## src/rtl/sd_spi_responder_if.sv

```systemverilog
// SPI pins plus the byte-wide backing-store port of the SD responder.
//   spi_clk/cs/mosi : from the SPI master (asynchronous to the system clock)
//   miso            : responder data, MSB first
//   mem_*           : block/offset address, read strobe/data, write strobe/data
//   initialized     : card left idle via ACMD41
// master = SPI host + memory model side, slave = the responder.
interface sd_spi_responder_if;
  logic        spi_clk;
  logic        cs;
  logic        mosi;
  logic        miso;
  logic [31:0] mem_block;
  logic [8:0]  mem_offset;
  logic        mem_re;
  logic [7:0]  mem_rdata;
  logic        mem_we;
  logic [7:0]  mem_wdata;
  logic        initialized;

  modport master (
    output spi_clk, cs, mosi, mem_rdata,
    input  miso, mem_block, mem_offset, mem_re, mem_we, mem_wdata, initialized
  );
  modport slave (
    input  spi_clk, cs, mosi, mem_rdata,
    output miso, mem_block, mem_offset, mem_re, mem_we, mem_wdata, initialized
  );
endinterface

```

## src/rtl/sd_spi_responder.sv

```systemverilog
// SPI-mode SD card target. Oversamples spi_clk/cs/mosi in the clk domain,
// decodes 48-bit command frames and answers with R1/R3/R7. Serves CMD17
// single-block reads from and CMD24 single-block writes to a byte store.
//   clk, rst : system clock (>= 4x spi_clk), synchronous active-high reset
//   bus      : sd_spi_responder_if.slave (SPI pins + memory port)
module sd_spi_responder #(
  parameter int ACMD41_RETRIES = 2,
  parameter int NAC_BYTES      = 4,
  parameter int BUSY_BYTES     = 8
) (
  input logic               clk,
  input logic               rst,
  sd_spi_responder_if.slave bus
);
  localparam logic [7:0] ACMD_MAX  = 8'(ACMD41_RETRIES);
  localparam logic [7:0] NAC_LAST  = 8'(NAC_BYTES - 1);
  localparam logic [7:0] BUSY_LAST = 8'(BUSY_BYTES - 1);

  typedef enum logic [3:0] {
    HUNT, CMD, GAP, RESP, NAC, TOKEN, RDATA, RCRC,
    WTOKEN, WDATA, WCRC, DRESP, BUSY
  } state_t;

  state_t      state, resp_next;
  logic [1:0]  sclk_sync, cs_sync, mosi_sync;
  logic        sclk_d;
  logic        sclk_rise, sclk_fall, cs_hi, mosi_s;

  logic [45:0] cmd_sh;      // start bit falls off the top; [45] is the tx bit
  logic [5:0]  frm_cnt;
  logic [6:0]  rx_sh;
  logic [2:0]  rx_cnt;
  logic [6:0]  tx_sh;
  logic [2:0]  tx_cnt;      // bits of the current byte still to shift out
  logic [39:0] resp_sh;     // queued response bytes, first byte in [39:32]
  logic [2:0]  resp_left;
  logic [7:0]  cnt, acmd_cnt, rd_byte;
  logic        app, re_q;
  logic        miso_q, mem_re_q, mem_we_q, init_q;
  logic [31:0] mem_block_q;
  logic [8:0]  mem_offset_q;
  logic [7:0]  mem_wdata_q;

  logic [5:0]  cmd_idx;
  logic [31:0] cmd_arg;
  logic [7:0]  cmd_crc, idle_r1, rx_byte, tx_byte;
  logic        tx_has;

  assign sclk_rise = sclk_sync[1] & ~sclk_d;
  assign sclk_fall = ~sclk_sync[1] & sclk_d;
  assign cs_hi     = cs_sync[1];
  assign mosi_s    = mosi_sync[1];

  // Frame fields, valid while the 48th bit is on mosi_s.
  assign cmd_idx = cmd_sh[44:39];
  assign cmd_arg = cmd_sh[38:7];
  assign cmd_crc = {cmd_sh[6:0], mosi_s};
  assign idle_r1 = {7'd0, ~init_q};
  assign rx_byte = {rx_sh, mosi_s};

  assign bus.miso        = miso_q;
  assign bus.mem_re      = mem_re_q;
  assign bus.mem_we      = mem_we_q;
  assign bus.mem_block   = mem_block_q;
  assign bus.mem_offset  = mem_offset_q;
  assign bus.mem_wdata   = mem_wdata_q;
  assign bus.initialized = init_q;

  always_ff @(posedge clk) begin
    if (rst) begin
      sclk_sync <= 2'b00;
      cs_sync   <= 2'b11;
      mosi_sync <= 2'b11;
      sclk_d    <= 1'b0;
    end else begin
      sclk_sync <= {sclk_sync[0], bus.spi_clk};
      cs_sync   <= {cs_sync[0], bus.cs};
      mosi_sync <= {mosi_sync[0], bus.mosi};
      sclk_d    <= sclk_sync[1];
    end
  end

  // Byte to present at the start of the next byte slot; only the
  // transmitting states have one, everything else idles miso high.
  always_comb begin
    tx_byte = 8'hFF;
    tx_has  = 1'b1;
    case (state)
      GAP, NAC, RCRC: tx_byte = 8'hFF;
      RESP:           tx_byte = resp_sh[39:32];
      TOKEN:          tx_byte = 8'hFE;
      RDATA:          tx_byte = rd_byte;
      DRESP:          tx_byte = 8'h05;
      BUSY:           tx_byte = 8'h00;
      default:        tx_has  = 1'b0;
    endcase
  end

  always_ff @(posedge clk) begin
    if (rst) begin
      state        <= HUNT;
      resp_next    <= HUNT;
      cmd_sh       <= '0;
      frm_cnt      <= '0;
      rx_sh        <= '0;
      rx_cnt       <= '0;
      tx_sh        <= '1;
      tx_cnt       <= '0;
      resp_sh      <= '1;
      resp_left    <= '0;
      cnt          <= '0;
      acmd_cnt     <= '0;
      rd_byte      <= '0;
      app          <= 1'b0;
      re_q         <= 1'b0;
      miso_q       <= 1'b1;
      mem_re_q     <= 1'b0;
      mem_we_q     <= 1'b0;
      init_q       <= 1'b0;
      mem_block_q  <= '0;
      mem_offset_q <= '0;
      mem_wdata_q  <= '0;
    end else begin
      mem_re_q <= 1'b0;
      mem_we_q <= 1'b0;
      re_q     <= mem_re_q;
      if (re_q) rd_byte <= bus.mem_rdata;
      // Write offset advances the cycle after the strobe so the store
      // sees the offset of the byte being written.
      if (mem_we_q) mem_offset_q <= mem_offset_q + 9'd1;

      if (cs_hi) begin
        state  <= HUNT;
        tx_cnt <= '0;
        miso_q <= 1'b1;
      end else if (sclk_rise) begin
        case (state)
          HUNT: if (!mosi_s) begin
            cmd_sh  <= {cmd_sh[44:0], 1'b0};
            frm_cnt <= 6'd1;
            state   <= CMD;
          end
          CMD: if (frm_cnt != 6'd47) begin
            cmd_sh  <= {cmd_sh[44:0], mosi_s};
            frm_cnt <= frm_cnt + 6'd1;
          end else if (!cmd_sh[45]) begin
            state <= HUNT;
          end else begin
            state     <= GAP;
            app       <= 1'b0;
            resp_next <= HUNT;
            resp_left <= 3'd0;
            cnt       <= '0;
            rx_cnt    <= '0;
            resp_sh   <= {idle_r1 | 8'h04, 32'hFFFF_FFFF};
            case (cmd_idx)
              6'd0: if (cmd_crc != 8'h95) resp_sh <= {idle_r1 | 8'h08, 32'hFFFF_FFFF};
                    else begin
                      init_q   <= 1'b0;
                      acmd_cnt <= '0;
                      resp_sh  <= {8'h01, 32'hFFFF_FFFF};
                    end
              6'd8: if (cmd_crc != 8'h87) resp_sh <= {idle_r1 | 8'h08, 32'hFFFF_FFFF};
                    else begin
                      resp_sh   <= {idle_r1, 24'h00_0001, cmd_arg[7:0]};
                      resp_left <= 3'd4;
                    end
              6'd55: begin
                resp_sh <= {idle_r1, 32'hFFFF_FFFF};
                app     <= 1'b1;
              end
              6'd41: if (app) begin
                if (acmd_cnt < ACMD_MAX) begin
                  acmd_cnt <= acmd_cnt + 8'd1;
                  resp_sh  <= {8'h01, 32'hFFFF_FFFF};
                end else begin
                  init_q  <= 1'b1;
                  resp_sh <= {8'h00, 32'hFFFF_FFFF};
                end
              end
              6'd58: begin
                resp_sh   <= {idle_r1, 32'hC0FF_8000};
                resp_left <= 3'd4;
              end
              6'd17, 6'd24: if (!init_q) resp_sh <= {8'h05, 32'hFFFF_FFFF};
                else begin
                  resp_sh     <= {8'h00, 32'hFFFF_FFFF};
                  mem_block_q <= cmd_arg;
                  resp_next   <= (cmd_idx == 6'd17) ? NAC : WTOKEN;
                end
              default: ;
            endcase
          end
          WTOKEN, WDATA, WCRC: begin
            rx_sh  <= rx_byte[6:0];
            rx_cnt <= rx_cnt + 3'd1;
            if (rx_cnt == 3'd7) begin
              case (state)
                WTOKEN: if (rx_byte == 8'hFE) begin
                  state        <= WDATA;
                  mem_offset_q <= '0;
                end
                WDATA: begin
                  mem_we_q    <= 1'b1;
                  mem_wdata_q <= rx_byte;
                  if (mem_offset_q == 9'd511) begin
                    state <= WCRC;
                    cnt   <= '0;
                  end
                end
                default: begin
                  cnt <= cnt + 8'd1;
                  if (cnt == 8'd1) state <= DRESP;
                end
              endcase
            end
          end
          default: ;
        endcase
      end else if (sclk_fall) begin
        if (tx_cnt != 3'd0) begin
          miso_q <= tx_sh[6];
          tx_sh  <= {tx_sh[5:0], 1'b1};
          tx_cnt <= tx_cnt - 3'd1;
        end else if (tx_has) begin
          miso_q <= tx_byte[7];
          tx_sh  <= tx_byte[6:0];
          tx_cnt <= 3'd7;
          case (state)
            GAP: state <= RESP;
            RESP: begin
              resp_sh <= {resp_sh[31:0], 8'hFF};
              if (resp_left == 3'd0) state <= resp_next;
              else resp_left <= resp_left - 3'd1;
            end
            NAC: if (cnt == NAC_LAST) begin
              // First read goes out here so byte 0 is ready for RDATA.
              state        <= TOKEN;
              mem_offset_q <= '0;
              mem_re_q     <= 1'b1;
            end else cnt <= cnt + 8'd1;
            TOKEN: state <= RDATA;
            RDATA: begin
              mem_offset_q <= mem_offset_q + 9'd1;
              if (mem_offset_q == 9'd511) begin
                state <= RCRC;
                cnt   <= '0;
              end else mem_re_q <= 1'b1;
            end
            RCRC: if (cnt == 8'd1) state <= HUNT;
                  else cnt <= cnt + 8'd1;
            DRESP: begin
              state <= BUSY;
              cnt   <= '0;
            end
            default: if (cnt == BUSY_LAST) state <= HUNT;
                     else cnt <= cnt + 8'd1;
          endcase
        end else begin
          miso_q <= 1'b1;
        end
      end
    end
  end
endmodule

```

## src/flat_wrapper.sv

```systemverilog
// flat-port wrapper written by rule: the top's interface ports become plain ports
module sd_spi_responder_flat 
#(
  parameter int ACMD41_RETRIES = 2,
  parameter int NAC_BYTES      = 4,
  parameter int BUSY_BYTES     = 8
)
  (clk, rst, bus_spi_clk, bus_cs, bus_mosi, bus_mem_rdata, bus_miso, bus_mem_block, bus_mem_offset, bus_mem_re, bus_mem_we, bus_mem_wdata, bus_initialized);
  sd_spi_responder_if bus_i ();
  input logic clk;
  input logic rst;
  input wire logic [$bits(bus_i.spi_clk)-1:0] bus_spi_clk;
  input wire logic [$bits(bus_i.cs)-1:0] bus_cs;
  input wire logic [$bits(bus_i.mosi)-1:0] bus_mosi;
  input wire logic [$bits(bus_i.mem_rdata)-1:0] bus_mem_rdata;
  output wire logic [$bits(bus_i.miso)-1:0] bus_miso;
  output wire logic [$bits(bus_i.mem_block)-1:0] bus_mem_block;
  output wire logic [$bits(bus_i.mem_offset)-1:0] bus_mem_offset;
  output wire logic [$bits(bus_i.mem_re)-1:0] bus_mem_re;
  output wire logic [$bits(bus_i.mem_we)-1:0] bus_mem_we;
  output wire logic [$bits(bus_i.mem_wdata)-1:0] bus_mem_wdata;
  output wire logic [$bits(bus_i.initialized)-1:0] bus_initialized;
  assign bus_i.spi_clk = bus_spi_clk;
  assign bus_i.cs = bus_cs;
  assign bus_i.mosi = bus_mosi;
  assign bus_i.mem_rdata = bus_mem_rdata;
  assign bus_miso = bus_i.miso;
  assign bus_mem_block = bus_i.mem_block;
  assign bus_mem_offset = bus_i.mem_offset;
  assign bus_mem_re = bus_i.mem_re;
  assign bus_mem_we = bus_i.mem_we;
  assign bus_mem_wdata = bus_i.mem_wdata;
  assign bus_initialized = bus_i.initialized;
  sd_spi_responder #(.ACMD41_RETRIES(ACMD41_RETRIES), .NAC_BYTES(NAC_BYTES), .BUSY_BYTES(BUSY_BYTES)) u_core (.clk(clk), .rst(rst), .bus(bus_i));
endmodule
```

## config.mk

```make
export PLATFORM = sky130hd
export DESIGN_NAME = sd_spi_responder_flat
export DESIGN_NICKNAME = d
export VERILOG_FILES = /design/src/rtl/sd_spi_responder_if.sv /design/src/rtl/sd_spi_responder.sv /design/src/flat_wrapper.sv
export SDC_FILE = /design/constraint.sdc
export NUM_CORES = 1
export LEC_CHECK = 0
export CORE_ASPECT_RATIO = 1.4
export CORE_UTILIZATION = 45
export CTS_CLUSTER_DIAMETER = 200
export CTS_CLUSTER_SIZE = 14
export DETAILED_ROUTE_END_ITERATION = 7
export PLACE_DENSITY = 0.7
export SKIP_LAST_GASP = 1
export SLEW_MARGIN = 20
export SYNTH_ARGS = -nofsm -noshare
export SYNTH_HDL_FRONTEND = slang
export SYNTH_SLANG_ARGS = --single-unit
```

## constraint.sdc

```tcl
create_clock -name clk -period 3.1 [get_ports clk]
set_input_delay 0.775 -clock clk [delete_from_list [all_inputs] [get_ports clk]]
set_output_delay 0.775 -clock clk [all_outputs]
set_load 0.01 [all_outputs]
```

==> results of run 1 <==
[final cells by class]
cell class | count | share of cell area
clock inverter | 1 | 0.000473
timing repair buffer | 99 | 0.0866
inverter | 25 | 0.00887
sequential | 207 | 0.392
clock buffer | 19 | 0.0450
tap | 252 | 0.0298
multi-input combinational | 828 | 0.437
[cells in the mapped netlist (8+ instances only)]
cell type	number	area (um2)
a211oi_1	11	82.6
a21oi_1	152	761
a22oi_1	8	60.1
a31oi_1	10	62.6
buf_1	9	33.8
buf_2	12	60.1
clkbuf_1	56	210
dfxtp_1	207	4140
ha_1	14	175
inv_1	25	93.8
mux2i_1	31	310
nand2_1	206	773
nand2b_1	15	93.8
nand3_1	19	95.1
nand4_1	9	56.3
nor2_1	114	428
nor2b_1	15	93.8
nor3_1	11	55.1
o21a_1	10	75.1
o21ai_0	58	290
o22ai_1	13	81.3
or2_2	9	56.3
or3_1	11	68.8
[power groups by stage]
stage,combinational [mW],sequential [mW],clock (mW)
2_1_floorplan,0.0702,2.73,0
3_3_place_gp,0.111,2.73,0
3_5_place_dp,0.111,2.73,0
4_1_cts,0.111,2.67,2.06
5_1_grt,0.121,2.67,2.17
6_report,0.111,2.67,2.00
[path summary, 6_finish.rpt]
path / to / slack (ps) / depth (start not counted)
setup / recovery: u_core.cnt[1]$_SDFFE_PP0P_ / 300 / 7
setup reg to reg: u_core.cnt[1]$_SDFFE_PP0P_ / 300 / 7
hold / removal: u_core.cs_sync[1]$_SDFF_PP1_ / 410 / 1
hold reg to reg: u_core.cs_sync[1]$_SDFF_PP1_ / 410 / 1
[cell usage in the layout (no fill, tap or decap), types with 8 or more instances in the layout]
| cell | Yosys | final |
|---|---|---|
| inv_1 | 25 | 25 |
| nand4_1 | 9 | 9 |
| a211oi_1 | 11 | 10 |
| nand2b_1 | 15 | 15 |
| o21ai_0 | 58 | 57 |
| nor2b_1 | 15 | 15 |
| or3_1 | 11 | 11 |
| a21oi_1 | 152 | 152 |
| dfxtp_1 | 207 | 207 |
| nor2_1 | 114 | 114 |
| buf_4 | 0 | 34 |
| a22oi_1 | 8 | 8 |
| clkbuf_16 | 0 | 19 |
| clkdlybuf4s50_1 | 0 | 64 |
| or2_2 | 9 | 9 |
| nor3_1 | 11 | 11 |
| o22ai_1 | 13 | 13 |
| o21a_1 | 10 | 10 |
| a31oi_1 | 10 | 9 |
| mux2i_1 | 31 | 31 |
| nand2_1 | 206 | 206 |
| ha_1 | 14 | 14 |
| nand3_1 | 19 | 19 |
[metal layers]
layer | global-route usage | wire length (um) | vias up
met4 | 0.0615 | 455 | 0
met2 | 0.376 | 10800 | 165
met1 | 0.259 | 9580 | 3744
met3 | 0.0277 | 941 | 42
met5 | 0 | 0 | -
li1 | - | - | 4056
[per-stage QoR]
stage | cell area [um2] | power, mW | setup slack, ps | util | cells
finish | 10600 | 4.78 | 302 | 0.531 | 1431
CTS | 10600 | 4.84 | 409 | 0.531 | 1431
floorplan | 9150 | 2.80 | 843 | - | 1138
global route | 10600 | 4.96 | 116 | 0.531 | 1431
global placement | 10100 | 2.84 | 417 | 0.507 | 1411
detailed placement | 10100 | 2.84 | 436 | 0.507 | 1411
[sequential cells by signal (all words and copies together), names as in the netlist, 2 cells and up]
signal and count:
u_core.bus.mem_offset 9, u_core.tx_cnt 3, u_core.cs_sync 2, u_core.mosi_sync 2, u_core.frm_cnt 6, u_core.cnt 8, u_core.cmd_sh 46, u_core.tx_sh 7
u_core.resp_sh 40, u_core.resp_left 3, u_core.rd_byte 8, u_core.acmd_cnt 8, u_core.state 4, u_core.resp_next 2, u_core.rx_cnt 3, u_core.bus.mem_block 32
u_core.bus.mem_wdata 8, u_core.sclk_sync 2, u_core.rx_sh 7
[critical path, delay by kind of cell, from the launching register on]
family | cells | cell delay, ps
AND/OR/NAND/NOR | 3 | 1070
buffers and inverters | 1 | 280
AO/OA/AOI/OAI | 3 | 570
flip-flops | 1 | 780
[cells by family (layout without fill, tap and decap cells)]
group	after synthesis	count (layout)	share of synthesized area
AO/OA/AOI/OAI	314	314	0.205
flip-flops	207	207	0.453
adder cells (fa/ha/maj)	14	14	0.0191
buffers and inverters	103	144	0.0447
multiplexers	33	33	0.0364
AND/OR/NAND/NOR	458	458	0.233
XOR/XNOR	9	9	0.00862
==> impl_metrics.json, run 1 <==
{
  "leakagePower_nw": 3.52,
  "cp.required_ps": 3500,
  "dieArea_um2": 20900,
  "synthesis.instances": 1138,
  "max_slew.worst_pin.slew_ps": 919,
  "ff_latch_area_um2": 4140,
  "arrival_ps": 3200,
  "cts_sinks": 207,
  "switchingPower_mw": 1.00,
  "post_cts_resize_count": 0,
  "syn_to_final_growth_pct": 15.6,
  "timing.rr.start": "u_core.state[1]$_SDFFE_PP0P_",
  "setup_tns_ps": 0,
  "wl_per_cell_um": 15.2,
  "internal-power_mw": 3.78,
  "min_period_ps": 2800,
  "hold_path.class": "register to register",
  "die_w_um": 123,
  "core_area_um2": 19900,
  "worstPathMaxFanout": 19,
  "hpwl_um": 14700,
  "via_count": 8007,
  "path_cells": "buf_4, nand2b_1, a211oi_1, o311ai_0, nand3b_1, or4b_1, o31ai_1",
  "start_util": 0.459,
  "syn_area_um2": 9150,
  "switching_share": 0.209,
  "timing.hold.ws_ps": 407,
  "power_density_nw_per_um2": 452,
  "synth_cell_types": 71,
  "routed_wl_um": 21800,
  "rows": 61,
  "antenna_cells": 0,
  "clock_path_buffers": 3,
  "start_kind": "register",
  "slowest_stage": "dfxtp_1",
  "grt-ovfl-total": 0,
  "root_buffer": "clkbuf_16",
  "ys_ff_latch": 207,
  "grt_max_degree": 90,
  "hold_start": "u_core.cs_sync[0]$_SDFF_PP1_",
  "status": "completed",
  "port-buffer-count": 65,
  "routabilityCongestion": 0.896,
  "p_comb_frac": 0.023,
  "clockPowerShare": 0.418,
  "ctsHtreeMaxLevel": 1,
  "hold_violations": 0,
  "syn_nets": 1165,
  "maxCapViolCount": 0,
  "ios": 66,
  "antenna_found_initial": 0,
  "cts_buffers": 18,
  "yosysSeqAreaShare": 0.453,
  "grt_setup_unrepaired": "false",
  "fin_crit_sh": 0.902,
  "yosysWarnings": 0,
  "viasPerCell": 5.60,
  "cts_tree": "yes",
  "syn_avg_cell_area_um2": 8.04,
  "synth_top_flop_cell": "dfxtp_1",
  "ir_worst_vdd_mv": 0.335,
  "synthArstFlopShare": 0,
  "slew-limit-headroom": 0.387,
  "path_class": "register to register",
  "fmax_mhz": 357,
  "synth_edf_count": 0,
  "finalClockSkew_ps": 7.92,
  "dr.first_iter.drc_count": 400,
  "cts_setup_buffers": 0,
  "drtPass1Iterations": 4,
  "drive_gt1_frac": 0.0721,
  "finalSetupViolCount": 0,
  "multiInputGateArea_um2": 4630,
  "fin_nets": 1206,
  "clk_pin_slew_ps": 70,
  "grt_pass1_wl_um": 36300,
  "cts_hold_buffers": 0,
  "cp-startpoint": "u_core.state[1]$_SDFFE_PP0P_",
  "track_usage": 0.210,
  "slew_violations": 0,
  "cpPeakStageDelay_ps": 780,
  "seqPwrFrac": 0.559,
  "cp-end-kind": "register",
  "drc": 0,
  "clk_latency_ps": 480,
  "die_y_um": 171,
  "ant_nets": 0,
  "fillers": 1925,
  "grt_pass1_vias": 7588
}
Power figures use the tool's default switching activity.
==> inputs of run 2 (changes only) <==
--- a/config.mk
+++ b/config.mk
@@ -6,11 +6,11 @@
 export NUM_CORES = 1
 export LEC_CHECK = 0
 export CORE_ASPECT_RATIO = 1.4
-export CORE_UTILIZATION = 45
+export CORE_UTILIZATION = 50
 export CTS_CLUSTER_DIAMETER = 200
 export CTS_CLUSTER_SIZE = 14
 export DETAILED_ROUTE_END_ITERATION = 7
-export PLACE_DENSITY = 0.7
+export PLACE_DENSITY = 0.76
 export SKIP_LAST_GASP = 1
 export SLEW_MARGIN = 20
 export SYNTH_ARGS = -nofsm -noshare
==> impl_metrics.json, run 2 (synthesized netlist as in run 1, its figures left out) <==
{
  "status": "completed",
  "die_y_um": 162,
  "hold_path.class": "register to register",
  "routabilityCongestion": 0.933,
  "dr.first_iter.drc_count": 471,
  "top_register": "u_core.cmd_sh",
  "finalClockSkew_ps": 7.53,
  "cts_hold_buffers": 0,
  "fin_area_um2": 10600,
  "clock_path_buffers": 3,
  "viasPerCell": 5.69,
  "ant_nets": 0,
  "ir_worst_vdd_mv": 0.512,
  "wl_per_cell_um": 15.5,
  "cp.required_ps": 3460,
  "grt_pass1_vias": 7674,
  "die_w_um": 116,
  "max_slew.worst_pin.slew_ps": 793,
  "syn_to_final_growth_pct": 15.5,
  "core_area_um2": 17900,
  "cp-end-kind": "register",
  "post_cts_resize_count": 0,
  "largest_reg_flops": 46,
  "ctsHtreeMaxLevel": 1,
  "clk_latency_ps": 490,
  "cts_buffers": 18,
  "leakagePower_nw": 3.52,
  "finalSetupViolCount": 0,
  "dieArea_um2": 18800,
  "cts_tree": "yes",
  "start_util": 0.510,
  "grt_pass1_wl_um": 36600,
  "grt_max_degree": 57,
  "clk_pin_slew_ps": 60,
  "dp_slack_ps": 466,
  "grt_setup_unrepaired": "false",
  "fin_nets": 1205,
  "root_buffer": "clkbuf_16",
  "path_class": "register to register",
  "cts_sinks": 207,
  "layout_commonest_cell": "dfxtp_1",
  "min_period_ps": 2690,
  "fmax_mhz": 372,
  "via_count": 8063,
  "worstPathMaxFanout": 24,
  "dpl.cell_count": 1398,
  "slew-limit-headroom": 0.471,
  "maxCapViolCount": 0,
  "fin_ws_ps": 414,
  "power_density_nw_per_um2": 453,
  "drtPass1Iterations": 5,
  "port-buffer-count": 65,
  "ios": 66,
  "drive_gt1_frac": 0.0713,
  "grt-ovfl-total": 0,
  "placed_area_um2": 10100,
  "routed_wl_um": 22000,
  "track_usage": 0.237,
  "antenna_found_initial": 0,
  "start_kind": "register",
  "layout_common_cells": "dfxtp_1, nand2_1, a21oi_1",
  "rows": 58,
  "hold_violations": 0,
  "arrival_ps": 3050,
  "cts_setup_buffers": 0,
  "slew_violations": 0,
  "hpwl_um": 15100,
  "final_cells": 1418,
  "setup_tns_ps": 0,
  "fin_total_pwr_mw": 4.78,
  "fillers": 1653,
  "antenna_cells": 0,
  "fin_crit_sh": 0.866,
  "drc": 0
}
run 2: worst paths after layout:
kind,startpoint,end,slack [ps],depth (start not counted)
max reg2reg,u_core.state[1]$_SDFFE_PP0P_,u_core.state[2]$_SDFFE_PP0P_,410,6
min,u_core.mosi_sync[0]$_SDFF_PP1_,u_core.mosi_sync[1]$_SDFF_PP1_,410,1
max,u_core.state[1]$_SDFFE_PP0P_,u_core.state[2]$_SDFFE_PP0P_,410,6
min reg2reg,u_core.mosi_sync[0]$_SDFF_PP1_,u_core.mosi_sync[1]$_SDFF_PP1_,410,1
run 2: routing by layer:
| metal | GRT usage | vias up | wire length (um) |
|---|---|---|---|
| met5 | 0 | - | 0 |
| met4 | 0.0938 | 0 | 732 |
| met3 | 0.0313 | 50 | 838 |
| met2 | 0.427 | 164 | 11200 |
| met1 | 0.278 | 3807 | 9210 |
| li1 | - | 4042 | - |
run 2: critical path: stages (launching register included):
cell      delay, ps
dfxtp_1         840
nor2_1          300
a211oi_1        460
o22ai_1         130
nor4b_1         380
nand3_1         280
mux2i_1         180
run 2: cell type report:
cell class / count / area (um2) / share of cell area
clock buffer: 19 / 475 / 0.0450
inverter: 25 / 93.8 / 0.00888
sequential: 207 / 4140 / 0.392
timing repair buffer: 98 / 921 / 0.0872
tap: 240 / 300 / 0.0284
multi-input combinational: 828 / 4630 / 0.438
clock inverter: 1 / 5.00 / 0.000474
run 2: power by group:
| group | internal (mW) | total, mW | switching [mW] |
|---|---|---|---|
| registers | 2.66 | 2.67 | 0.00517 |
| logic | 0.0366 | 0.114 | 0.0777 |
| clock network | 1.08 | 2.00 | 0.919 |
run 2: per-stage QoR:
step                       util  hold WS (ps)
after global routing      0.589           420
after detailed placement  0.563           396
final                     0.589           408
after CTS                 0.589           411
after floorplan               -           389
after global placement    0.563           395
==> inputs of run 3 (changes only) <==
--- a/config.mk
+++ b/config.mk
@@ -10,7 +10,7 @@
 export CTS_CLUSTER_DIAMETER = 200
 export CTS_CLUSTER_SIZE = 14
 export DETAILED_ROUTE_END_ITERATION = 7
-export PLACE_DENSITY = 0.76
+export PLACE_DENSITY = 0.7
 export SKIP_LAST_GASP = 1
 export SLEW_MARGIN = 20
 export SYNTH_ARGS = -nofsm -noshare
==> impl_metrics.json, run 3 (synthesized netlist as in run 1, its figures left out) <==
{
  "status": "completed",
  "start_util": 0.510,
  "cpPeakStageDelay_ps": 660,
  "syn_to_final_growth_pct": 15.2,
  "root_buffer": "clkbuf_16",
  "largest_reg_flops": 46,
  "worstPathMaxFanout": 18,
  "routed_wl_um": 22000,
  "core_area_um2": 17900,
  "fin_nets": 1204,
  "via_count": 8109,
  "wl_per_cell_um": 15.5,
  "fin_util": 0.588,
  "grt_max_degree": 55,
  "grt.met1_usage": 0.282,
  "layout_commonest_cell": "dfxtp_1",
  "port-buffer-count": 65,
  "hold_violations": 0,
  "hpwl_um": 15200,
  "drtPass1Iterations": 5,
  "grt-ovfl-total": 0,
  "antenna_found_initial": 0,
  "crit_path_frequent_cell": "o21ai_0",
  "track_usage": 0.238,
  "routabilityCongestion": 0.941,
  "setup_tns_ps": 0,
  "path_buf_inv": 0,
  "dr.first_iter.drc_count": 409,
  "clock_path_buffers": 3,
  "finalClockSkew_ps": 15.7,
  "layout_common_cells": "dfxtp_1, nand2_1, a21oi_1",
  "drive_gt1_frac": 0.0714,
  "grt.busiest_layer": "met2",
  "post_cts_resize_count": 0,
  "grt_setup_unrepaired": "false",
  "fmax_mhz": 358,
  "rows": 58,
  "maxCapViolCount": 0,
  "cp-end-kind": "register",
  "min_period_ps": 2790,
  "viasPerCell": 5.72,
  "slew_violations": 0,
  "ant_nets": 0,
  "die_y_um": 162,
  "arrival_ps": 3180,
  "clk_latency_ps": 490,
  "cp.required_ps": 3480,
  "slew-limit-headroom": 0.374,
  "ir_worst_vdd_mv": 0.384,
  "antenna_cells": 0,
  "slowest_stage": "dfxtp_1",
  "die_w_um": 116,
  "leakagePower_nw": 3.51,
  "path_class": "register to register",
  "clk_pin_slew_ps": 70,
  "path_cells": "nor4bb_1, o21ai_0, o41ai_2, o21ai_0, a32o_1",
  "finalSetupViolCount": 0,
  "max_slew.worst_pin.slew_ps": 929,
  "cts_tree": "yes",
  "ios": 66,
  "critical-path-top-delay-family": "compound AO/OA/AOI/OAI gates",
  "cts_buffers": 18,
  "dieArea_um2": 18800,
  "start_kind": "register",
  "grt_util_met3": 0.0287,
  "fin_crit_sh": 0.901,
  "hold_path.class": "register to register",
  "grt_pass1_wl_um": 36600,
  "ctsHtreeMaxLevel": 1,
  "grt_pass1_vias": 7743,
  "use_met2": 0.430,
  "drc": 0,
  "power_density_nw_per_um2": 453,
  "top_register": "u_core.cmd_sh",
  "cts_hold_buffers": 0,
  "cts_setup_buffers": 0,
  "cts_sinks": 207
}
-- run 3: cell count changes in the layout (fill, tap and decap cells not counted) --
cell,change
clkinv_8,+1
a211o_2,+1
a211o_1,-1
buf_12,-1
clkbuf_16,-1
-- run 3: area by class of cell --
| type | count | area (um2) |
|---|---|---|
| fillers | 1723 | 7390 |
| multi-input cells | 828 | 4630 |
| flip-flops and latches | 207 | 4140 |
| repair buffers | 97 | 901 |
| clock buffers | 18 | 450 |
| well taps | 240 | 300 |
| inverters | 25 | 93.8 |
| clock inverters | 2 | 21.3 |
-- run 3: path summary, 6_finish.rpt --
kind | startpoint | endpoint | slack [ps] | cells after the start
worst min-delay path | u_core.cs_sync[0]$_SDFF_PP1_ | u_core.cs_sync[1]$_SDFF_PP1_ | 410 | 1
worst max register to register | u_core.state[1]$_SDFFE_PP0P_ | u_core.resp_left[2]$_SDFFE_PP0P_ | 310 | 5
worst max-delay path | u_core.state[1]$_SDFFE_PP0P_ | u_core.resp_left[2]$_SDFFE_PP0P_ | 310 | 5
worst min register to register | u_core.cs_sync[0]$_SDFF_PP1_ | u_core.cs_sync[1]$_SDFF_PP1_ | 410 | 1
-- run 3: power by group --
part	total (mW)	internal, mW	switching, mW
combinational	0.112	0.0357	0.0766
sequential	2.67	2.66	0.00746
clock	1.99	1.04	0.947
-- run 3: through the flow --
step	cell area (um2)	hold WS [ps]	std cells	setup WS, ps	power [mW]
floorplan	9150	389	1138	843	2.80
global placement	10100	393	1397	399	2.84
detailed placement	10100	397	1397	354	2.84
CTS	10500	413	1417	348	4.82
global route	10500	426	1417	137	4.94
finish	10500	406	1417	305	4.77
-- run 3: routing by layer --
metal / wire [um] / vias up
li1: - / 4052
met1: 9140 / 3851
met2: 11300 / 158
met3: 901 / 48
met4: 703 / 0
met5: 0 / -
